File: src/rtl/fp_mac_acc_seq.sv
// Serial FloPoCo 8/23 accumulator: folds a runtime number of products into
// one running sum through a single pipelined FP adder, with optional bias
// preload and valid/ready handshakes on the input and result sides.

module fp_mac_acc_seq #(
  parameter int unsigned MAX_TERMS = 25,
  parameter int unsigned ADD_LAT   = 13,
  parameter int unsigned CNT_W     = $clog2(MAX_TERMS + 1),
  parameter int unsigned W         = 34
) (
  input  logic             clk,
  input  logic             RST_n,
  input  logic             start,
  input  logic [CNT_W-1:0] cfg_terms,
  input  logic             cfg_bias_en,
  input  logic [W-1:0]     bias,
  input  logic             in_valid,
  input  logic [W-1:0]     in_data,
  output logic             in_ready,
  output logic             out_valid,
  output logic [W-1:0]     out_data,
  input  logic             out_ready,
  output logic             busy,
  output logic [CNT_W-1:0] terms_done,
  output logic             err
);

  localparam int unsigned LAT_W = (ADD_LAT > 1) ? $clog2(ADD_LAT) : 1;

  typedef enum logic [1:0] {
    IDLE    = 2'd0,
    WAIT_IN = 2'd1,
    ADD     = 2'd2,
    DONE    = 2'd3
  } state_t;

  state_t             state;
  logic [CNT_W-1:0]   n_q;
  logic [W-1:0]       acc;
  logic [W-1:0]       op;
  logic [LAT_W-1:0]   wait_cnt;
  logic [W-1:0]       add_r;

  logic               start_ok_c;
  logic               cfg_over_c;
  logic [CNT_W-1:0]   n_init_c;
  logic [W-1:0]       acc_init_c;
  logic               last_term_c;

  // Start is legal in IDLE, or in DONE when the result is being handed over
  assign start_ok_c  = start && ((state == IDLE) || ((state == DONE) && out_ready));
  assign cfg_over_c  = cfg_terms > CNT_W'(MAX_TERMS);
  assign n_init_c    = cfg_over_c ? CNT_W'(MAX_TERMS) : cfg_terms;
  assign acc_init_c  = cfg_bias_en ? bias : '0;
  assign last_term_c = (terms_done + CNT_W'(1)) == n_q;

  // Adder sees the held operand and the running sum for the whole ADD window
  FPAdd_8_23_F400_uid2 u_add (
    .clk (clk),
    .X   (op),
    .Y   (acc),
    .R   (add_r)
  );

  // Control FSM with all outputs registered
  always_ff @(posedge clk or negedge RST_n) begin
    if (!RST_n) begin
      state      <= IDLE;
      n_q        <= '0;
      acc        <= '0;
      op         <= '0;
      wait_cnt   <= '0;
      in_ready   <= 1'b0;
      out_valid  <= 1'b0;
      out_data   <= '0;
      busy       <= 1'b0;
      terms_done <= '0;
      err        <= 1'b0;
    end else begin
      err <= 1'b0;
      if (start_ok_c) begin
        acc        <= acc_init_c;
        terms_done <= '0;
        n_q        <= n_init_c;
        busy       <= 1'b1;
        err        <= cfg_over_c;
        if (n_init_c == '0) begin
          state     <= DONE;
          out_valid <= 1'b1;
          out_data  <= acc_init_c;
          in_ready  <= 1'b0;
        end else begin
          state     <= WAIT_IN;
          out_valid <= 1'b0;
          in_ready  <= 1'b1;
        end
      end else begin
        // A start that cannot be taken is dropped but flagged
        if (start) begin
          err <= 1'b1;
        end
        case (state)
          WAIT_IN: begin
            if (in_valid) begin
              op       <= in_data;
              wait_cnt <= '0;
              in_ready <= 1'b0;
              state    <= ADD;
            end
          end
          ADD: begin
            if (wait_cnt == LAT_W'(ADD_LAT - 1)) begin
              acc        <= add_r;
              terms_done <= terms_done + CNT_W'(1);
              if (last_term_c) begin
                state     <= DONE;
                out_valid <= 1'b1;
                out_data  <= add_r;
              end else begin
                state    <= WAIT_IN;
                in_ready <= 1'b1;
              end
            end else begin
              wait_cnt <= wait_cnt + LAT_W'(1);
            end
          end
          DONE: begin
            if (out_ready) begin
              state     <= IDLE;
              out_valid <= 1'b0;
              busy      <= 1'b0;
            end
          end
          default: begin
          end
        endcase
      end
    end
  end

endmodule

// FloPoCo 8/23 adder, round-to-nearest-even, no subnormals (flush to zero).
// Word: {exn[1:0], sign, exp[7:0], frac[22:0]}; exn 00 zero, 01 normal,
// 10 infinity, 11 NaN. The result is produced DEPTH-1 registers after the
// operands; with the operand registers that feed it, launch-to-capture is
// DEPTH edges.
module FPAdd_8_23_F400_uid2 (
  input  logic        clk,
  input  logic [33:0] X,
  input  logic [33:0] Y,
  output logic [33:0] R
);

  localparam int unsigned DEPTH  = 13;
  localparam int unsigned STAGES = DEPTH - 1;
  localparam int unsigned FW     = 34;

  typedef struct packed {
    logic [1:0]  exn;
    logic        s;
    logic [7:0]  e;
    logic [22:0] f;
  } fp_t;

  fp_t                 x_c;
  fp_t                 y_c;
  fp_t                 a_c;
  fp_t                 b_c;
  fp_t                 norm_c;
  fp_t                 r_c;
  logic                swap_c;
  logic [7:0]          exp_diff_c;
  logic [26:0]         ma_c;
  logic [26:0]         mb_c;
  logic [26:0]         mb_sh_c;
  logic                sticky_c;
  logic                eff_sub_c;
  logic [27:0]         sum_c;
  logic [26:0]         norm_m_c;
  logic [4:0]          lz_c;
  logic signed [9:0]   exp_n_c;
  logic signed [9:0]   exp_r_c;
  logic                rnd_inc_c;
  logic [24:0]         mant_r_c;
  logic [22:0]         frac_r_c;
  logic [STAGES*FW-1:0] pipe;

  assign x_c = X;
  assign y_c = Y;

  // Position of the leading one in a 27-bit magnitude
  function automatic logic [4:0] lzc27(input logic [26:0] v);
    logic [4:0] cnt;
    cnt = 5'd0;
    for (int i = 0; i < 27; i++) begin
      if (v[i]) begin
        cnt = 5'(26 - i);
      end
    end
    return cnt;
  endfunction

  // Finite-operand path: align, add/subtract, normalise, round
  always_comb begin
    swap_c     = {y_c.e, y_c.f} > {x_c.e, x_c.f};
    a_c        = swap_c ? y_c : x_c;
    b_c        = swap_c ? x_c : y_c;
    exp_diff_c = a_c.e - b_c.e;
    ma_c       = {1'b1, a_c.f, 3'b000};
    mb_c       = {1'b1, b_c.f, 3'b000};
    sticky_c   = 1'b0;
    mb_sh_c    = '0;
    if (exp_diff_c >= 8'd27) begin
      mb_sh_c = 27'd1;
    end else begin
      mb_sh_c    = mb_c >> exp_diff_c;
      sticky_c   = |(mb_c & ~(27'h7FF_FFFF << exp_diff_c));
      mb_sh_c[0] = mb_sh_c[0] | sticky_c;
    end
    eff_sub_c = a_c.s ^ b_c.s;
    sum_c     = eff_sub_c ? ({1'b0, ma_c} - {1'b0, mb_sh_c})
                          : ({1'b0, ma_c} + {1'b0, mb_sh_c});
    exp_n_c   = $signed({2'b00, a_c.e});
    lz_c      = 5'd0;
    norm_m_c  = '0;
    if (sum_c[27]) begin
      norm_m_c = {sum_c[27:2], sum_c[1] | sum_c[0]};
      exp_n_c  = exp_n_c + 10'sd1;
    end else begin
      lz_c     = lzc27(sum_c[26:0]);
      norm_m_c = sum_c[26:0] << lz_c;
      exp_n_c  = exp_n_c - $signed({5'b00000, lz_c});
    end
    rnd_inc_c = norm_m_c[2] & (norm_m_c[3] | norm_m_c[1] | norm_m_c[0]);
    mant_r_c  = {1'b0, norm_m_c[26:3]} + 25'(rnd_inc_c);
    exp_r_c   = exp_n_c;
    frac_r_c  = mant_r_c[22:0];
    if (mant_r_c[24]) begin
      exp_r_c  = exp_n_c + 10'sd1;
      frac_r_c = mant_r_c[23:1];
    end
    norm_c = '{exn: 2'b01, s: a_c.s, e: exp_r_c[7:0], f: frac_r_c};
    if (sum_c == '0) begin
      norm_c = '{exn: 2'b00, s: 1'b0, e: 8'd0, f: 23'd0};
    end else if (exp_r_c >= 10'sd255) begin
      norm_c = '{exn: 2'b10, s: a_c.s, e: 8'd0, f: 23'd0};
    end else if (exp_r_c <= 10'sd0) begin
      norm_c = '{exn: 2'b00, s: a_c.s, e: 8'd0, f: 23'd0};
    end
  end

  // Special-value resolution takes priority over the finite path
  always_comb begin
    r_c = norm_c;
    if ((x_c.exn == 2'b11) || (y_c.exn == 2'b11)) begin
      r_c = '{exn: 2'b11, s: 1'b0, e: 8'd0, f: 23'd0};
    end else if ((x_c.exn == 2'b10) && (y_c.exn == 2'b10)) begin
      r_c = (x_c.s != y_c.s) ? '{exn: 2'b11, s: 1'b0, e: 8'd0, f: 23'd0}
                             : '{exn: 2'b10, s: x_c.s, e: 8'd0, f: 23'd0};
    end else if (x_c.exn == 2'b10) begin
      r_c = '{exn: 2'b10, s: x_c.s, e: 8'd0, f: 23'd0};
    end else if (y_c.exn == 2'b10) begin
      r_c = '{exn: 2'b10, s: y_c.s, e: 8'd0, f: 23'd0};
    end else if ((x_c.exn == 2'b00) && (y_c.exn == 2'b00)) begin
      r_c = '{exn: 2'b00, s: x_c.s & y_c.s, e: 8'd0, f: 23'd0};
    end else if (x_c.exn == 2'b00) begin
      r_c = y_c;
    end else if (y_c.exn == 2'b00) begin
      r_c = x_c;
    end
  end

  // Result delay line matching the fixed pipeline depth
  always_ff @(posedge clk) begin
    pipe <= {pipe[(STAGES-1)*FW-1:0], r_c};
  end

  assign R = pipe[STAGES*FW-1 -: FW];

endmodule

File: config.mk
export PLATFORM = sky130hd
export DESIGN_NAME = fp_mac_acc_seq
export DESIGN_NICKNAME = d
export VERILOG_FILES = /design/src/rtl/fp_mac_acc_seq.sv
export SDC_FILE = /design/constraint.sdc
export NUM_CORES = 1
export LEC_CHECK = 0
export ABC_AREA = 1
export ABC_CLOCK_PERIOD_IN_PS = 11700
export CAP_MARGIN = 20
export CORE_MARGIN = 10
export CORE_UTILIZATION = 50
export DETAILED_ROUTE_END_ITERATION = 16
export PLACE_DENSITY = 0.77
export RECOVER_POWER = 25
export SLEW_MARGIN = 20
export SYNTH_ARGS = -nofsm -noshare
export SYNTH_HDL_FRONTEND = slang
export SYNTH_HIERARCHICAL = 1
export SYNTH_SLANG_ARGS = --single-unit
File: constraint.sdc
create_clock -name clk -period 11.7 [get_ports clk]
set_input_delay 2.34 -clock clk [delete_from_list [all_inputs] [get_ports clk]]
set_output_delay 2.34 -clock clk [all_outputs]
set_load 0.02 [all_outputs]
==> metrics.md <==
| Metric | Value |
|---|---|
| Post-Route WL | 76.6 mm |
| Routed vias | 22,004 |
| Outcome | finished clean |
| Die Y | 243 um |
| Reg-to-Reg End | u_add/pipe[5] |
| Initial DRC Count | 2,468 |
| Synth Cell Area | 24,800 um2 |
| Yosys reg bits | 530 |
| Synth area leader | dfxtp_1 |
| Final setup fails | 0 |
| Min-delay worst type | register to register |
| Max H-tree Level | 2 |
| Crit path capture | u_add/pipe[5] |
| CP peak stage delay | 0.44 ns |
| CTS sink count | 530 |
| DR WL met2 | 35.1 mm |
| Syn-to-layout area delta | 14.4% |
| Final Hold Vio Count | 0 |
| Clk pin slew, worst setup/hold paths | 0.06 ns |
| DRC viols | 0 |
| Final ANT Viol Nets | 0 |
| Row count | 81 |
| Final TNS setup | 0 ns |
| CTS buffer count | 48 |
| Hpwl dp | 57.0 mm |
| Worst-path cell with the longest stage delay | fa_1 |
| Max Freq | 92.7 MHz |
| Synth unique cells | 70 |
| RD Place Congestion | 1.04 |
| Flop2flop setup slack | 0.92 ns |
| Max Cap Viol | 0 |
| Crit path DAT | 11.29 ns |
| Proportion of netlist area held by the largest area contributor | 32.9% |
| Final net count | 3,472 |
| Remaining Overflow, GRT | 0 |
| Tightest Pin Transition | 1.12 ns |
| GRT Util Overall | 24.8% |
| Startpoint types | register |
| Crit-path most repeated cell | nand2_1 |
| Met3 WL | 6.72 mm |
| Vias in the first global route | 20,516 |
| Slew margin rel. | 24.6% |
| YS warnings | 6 |
| Critical path's top delay family | simple AND/OR/NAND/NOR gates |
| Share of cells above drive strength 1 | 10.5% |
| Max FO, Critical Path | 32 |
| Worst setup startpoint | op[3] |
| Worst path bufs/invs | 14 |
| Most frequent cells in the layout | nand2_1 (924), dfxtp_1 (408), nand3_1 (369) |
| Max Root-Sink Buffers | 3 |
| N_diodes | 0 |
| Initial antenna violation count | 2 |
| Fin crit share | 92.2% |
| Avg Cell Area, Syn | 7.74 um2 |
| Register area share after synthesis | 45.2% |
| Top cells by area, synth | dfxtp_1 (33%), nand2_1 (14%), dfrtp_1 (12%) |
| Top FF cell, synth | dfxtp_1 |
| FFs w/ async S/R, synth | 23.0% |
| Number of cells on the worst reg-to-reg path | 77 |
| Initial DRT Pass Iterations | 8 |
| CP Depth | 77 |
| Fin crit period | 10.78 ns |
| I/O Buffers | 121 |
| Via density | 5.50 |
| First-pass GRT wire length | 117 mm |
| Post-synth EDFFs | 0 |
| Worst EP required | 12.21 ns |
| RR Startpoint | op[3] |
| Die area | 59,000 um2 |
| Crit path kind | register to register |
| Critical path capture point type | register |
| Initial cell density of the core | 50.6% |
| # IOs | 122 |
| Post-Synthesis Cells | 3,207 |
| Root Buffer | clkbuf_16 |
| Commonest non-fill, non-tap cell in the layout | nand2_1 |
| Fillers | 4,397 |
| Mapped Nets | 3,384 |
| Largest net degree at the start of global routing | 71 |
| DR top layer | met5 |
| Final Max Tran Viols | 0 |
| Clk Latency, worst-skew pair | 0.61 ns |
| Hold WS | 0.310 ns |
| Die W | 243 um |
| Clock Skews | 0.0423 ns |
| Drt wl/cell | 19.1 um |
| CORE AREA | 49,100 um2 |
| Metal-1 WL | 31.6 mm |
| CTS tree | done |
-- cell usage after synthesis, drive strengths merged (11+ instances only) --
cell,instances
inv,274
o22ai,11
o21ai,206
dfxtp,408
nor3,22
clkbuf,44
ha,96
xnor2,12
dfrtp,122
a21oi,153
xor2,35
or2,11
nor2,187
nand2,956
mux2,34
nand3,380
buf,117
nand4,50
-- registers in the layout, summed over array words and instances (netlist names), 2 cells and up --
| signal | flops |
|---|---|
| out_data | 34 |
| terms_done | 5 |
| op | 34 |
| state | 2 |
| u_add/pipe | 408 |
| n_q | 5 |
| wait_cnt | 4 |
| acc | 34 |
-- what timing repair did --
action / CTS / global route
hold buffers: 0 / 0
gates resized for setup: 0 / 44
setup endpoints to repair: 0 / 33
setup buffers: 0 / 10
-- how the worst min path moves through the flow --
| stage | from | to | cells after the start |
|---|---|---|---|
| floorplan | u_add/pipe[66] | u_add/pipe[100] | 0 |
| global placement | u_add/pipe[219] | u_add/pipe[253] | 0 |
| detailed placement | u_add/pipe[73] | u_add/pipe[107] | 0 |
| CTS | u_add/pipe[210] | u_add/pipe[244] | 0 |
| global route | u_add/pipe[210] | u_add/pipe[244] | 0 |
| finish | u_add/pipe[50] | u_add/pipe[84] | 0 |
-- cell type report --
type	instances	area (um2)	share of cell area [%]
multi-input combinational	2234	11800	41.5
clock inverter	23	285	1.00
inverter	283	1060	3.75
sequential	530	11200	39.5
tap	664	831	2.92
clock buffer	67	1370	4.84
timing repair buffer	198	1850	6.52
-- kinds of logic (layout without fill, tap and decap cells) --
family                   after synthesis  in the layout  synth area share [%]
AO/OA/AOI/OAI                        435            435                  9.79
XOR/XNOR                              47             47                  1.79
adder cells (fa/ha/maj)               98             98                  5.00
buffers and inverters                444            571                  8.08
flip-flops                           530            530                  45.2
multiplexers                          34             34                  1.54
AND/OR/NAND/NOR                     1619           1620                  28.6
-- routing by layer --
layer | GRT usage, % | vias up
li1 | - | 10608
met1 | 32.1 | 10206
met2 | 40.5 | 1028
met3 | 4.65 | 158
met4 | 9.72 | 4
met5 | 0 | -
-- per-stage QoR --
step	cells	utilization (%)	area [um2]	setup slack, ns
3_3_place_gp	3898	54.0	26500	0.768
4_1_cts	3988	57.4	28200	0.609
5_1_grt	3999	57.9	28400	-0.0421
6_report	3999	57.9	28400	0.916
3_5_place_dp	3898	54.0	26500	0.742
2_1_floorplan	3207	-	24800	2.29
Power is left out: the tool's default activity adds up to more than one toggle a clock period on the data nets, which glitch-free logic cannot reach.
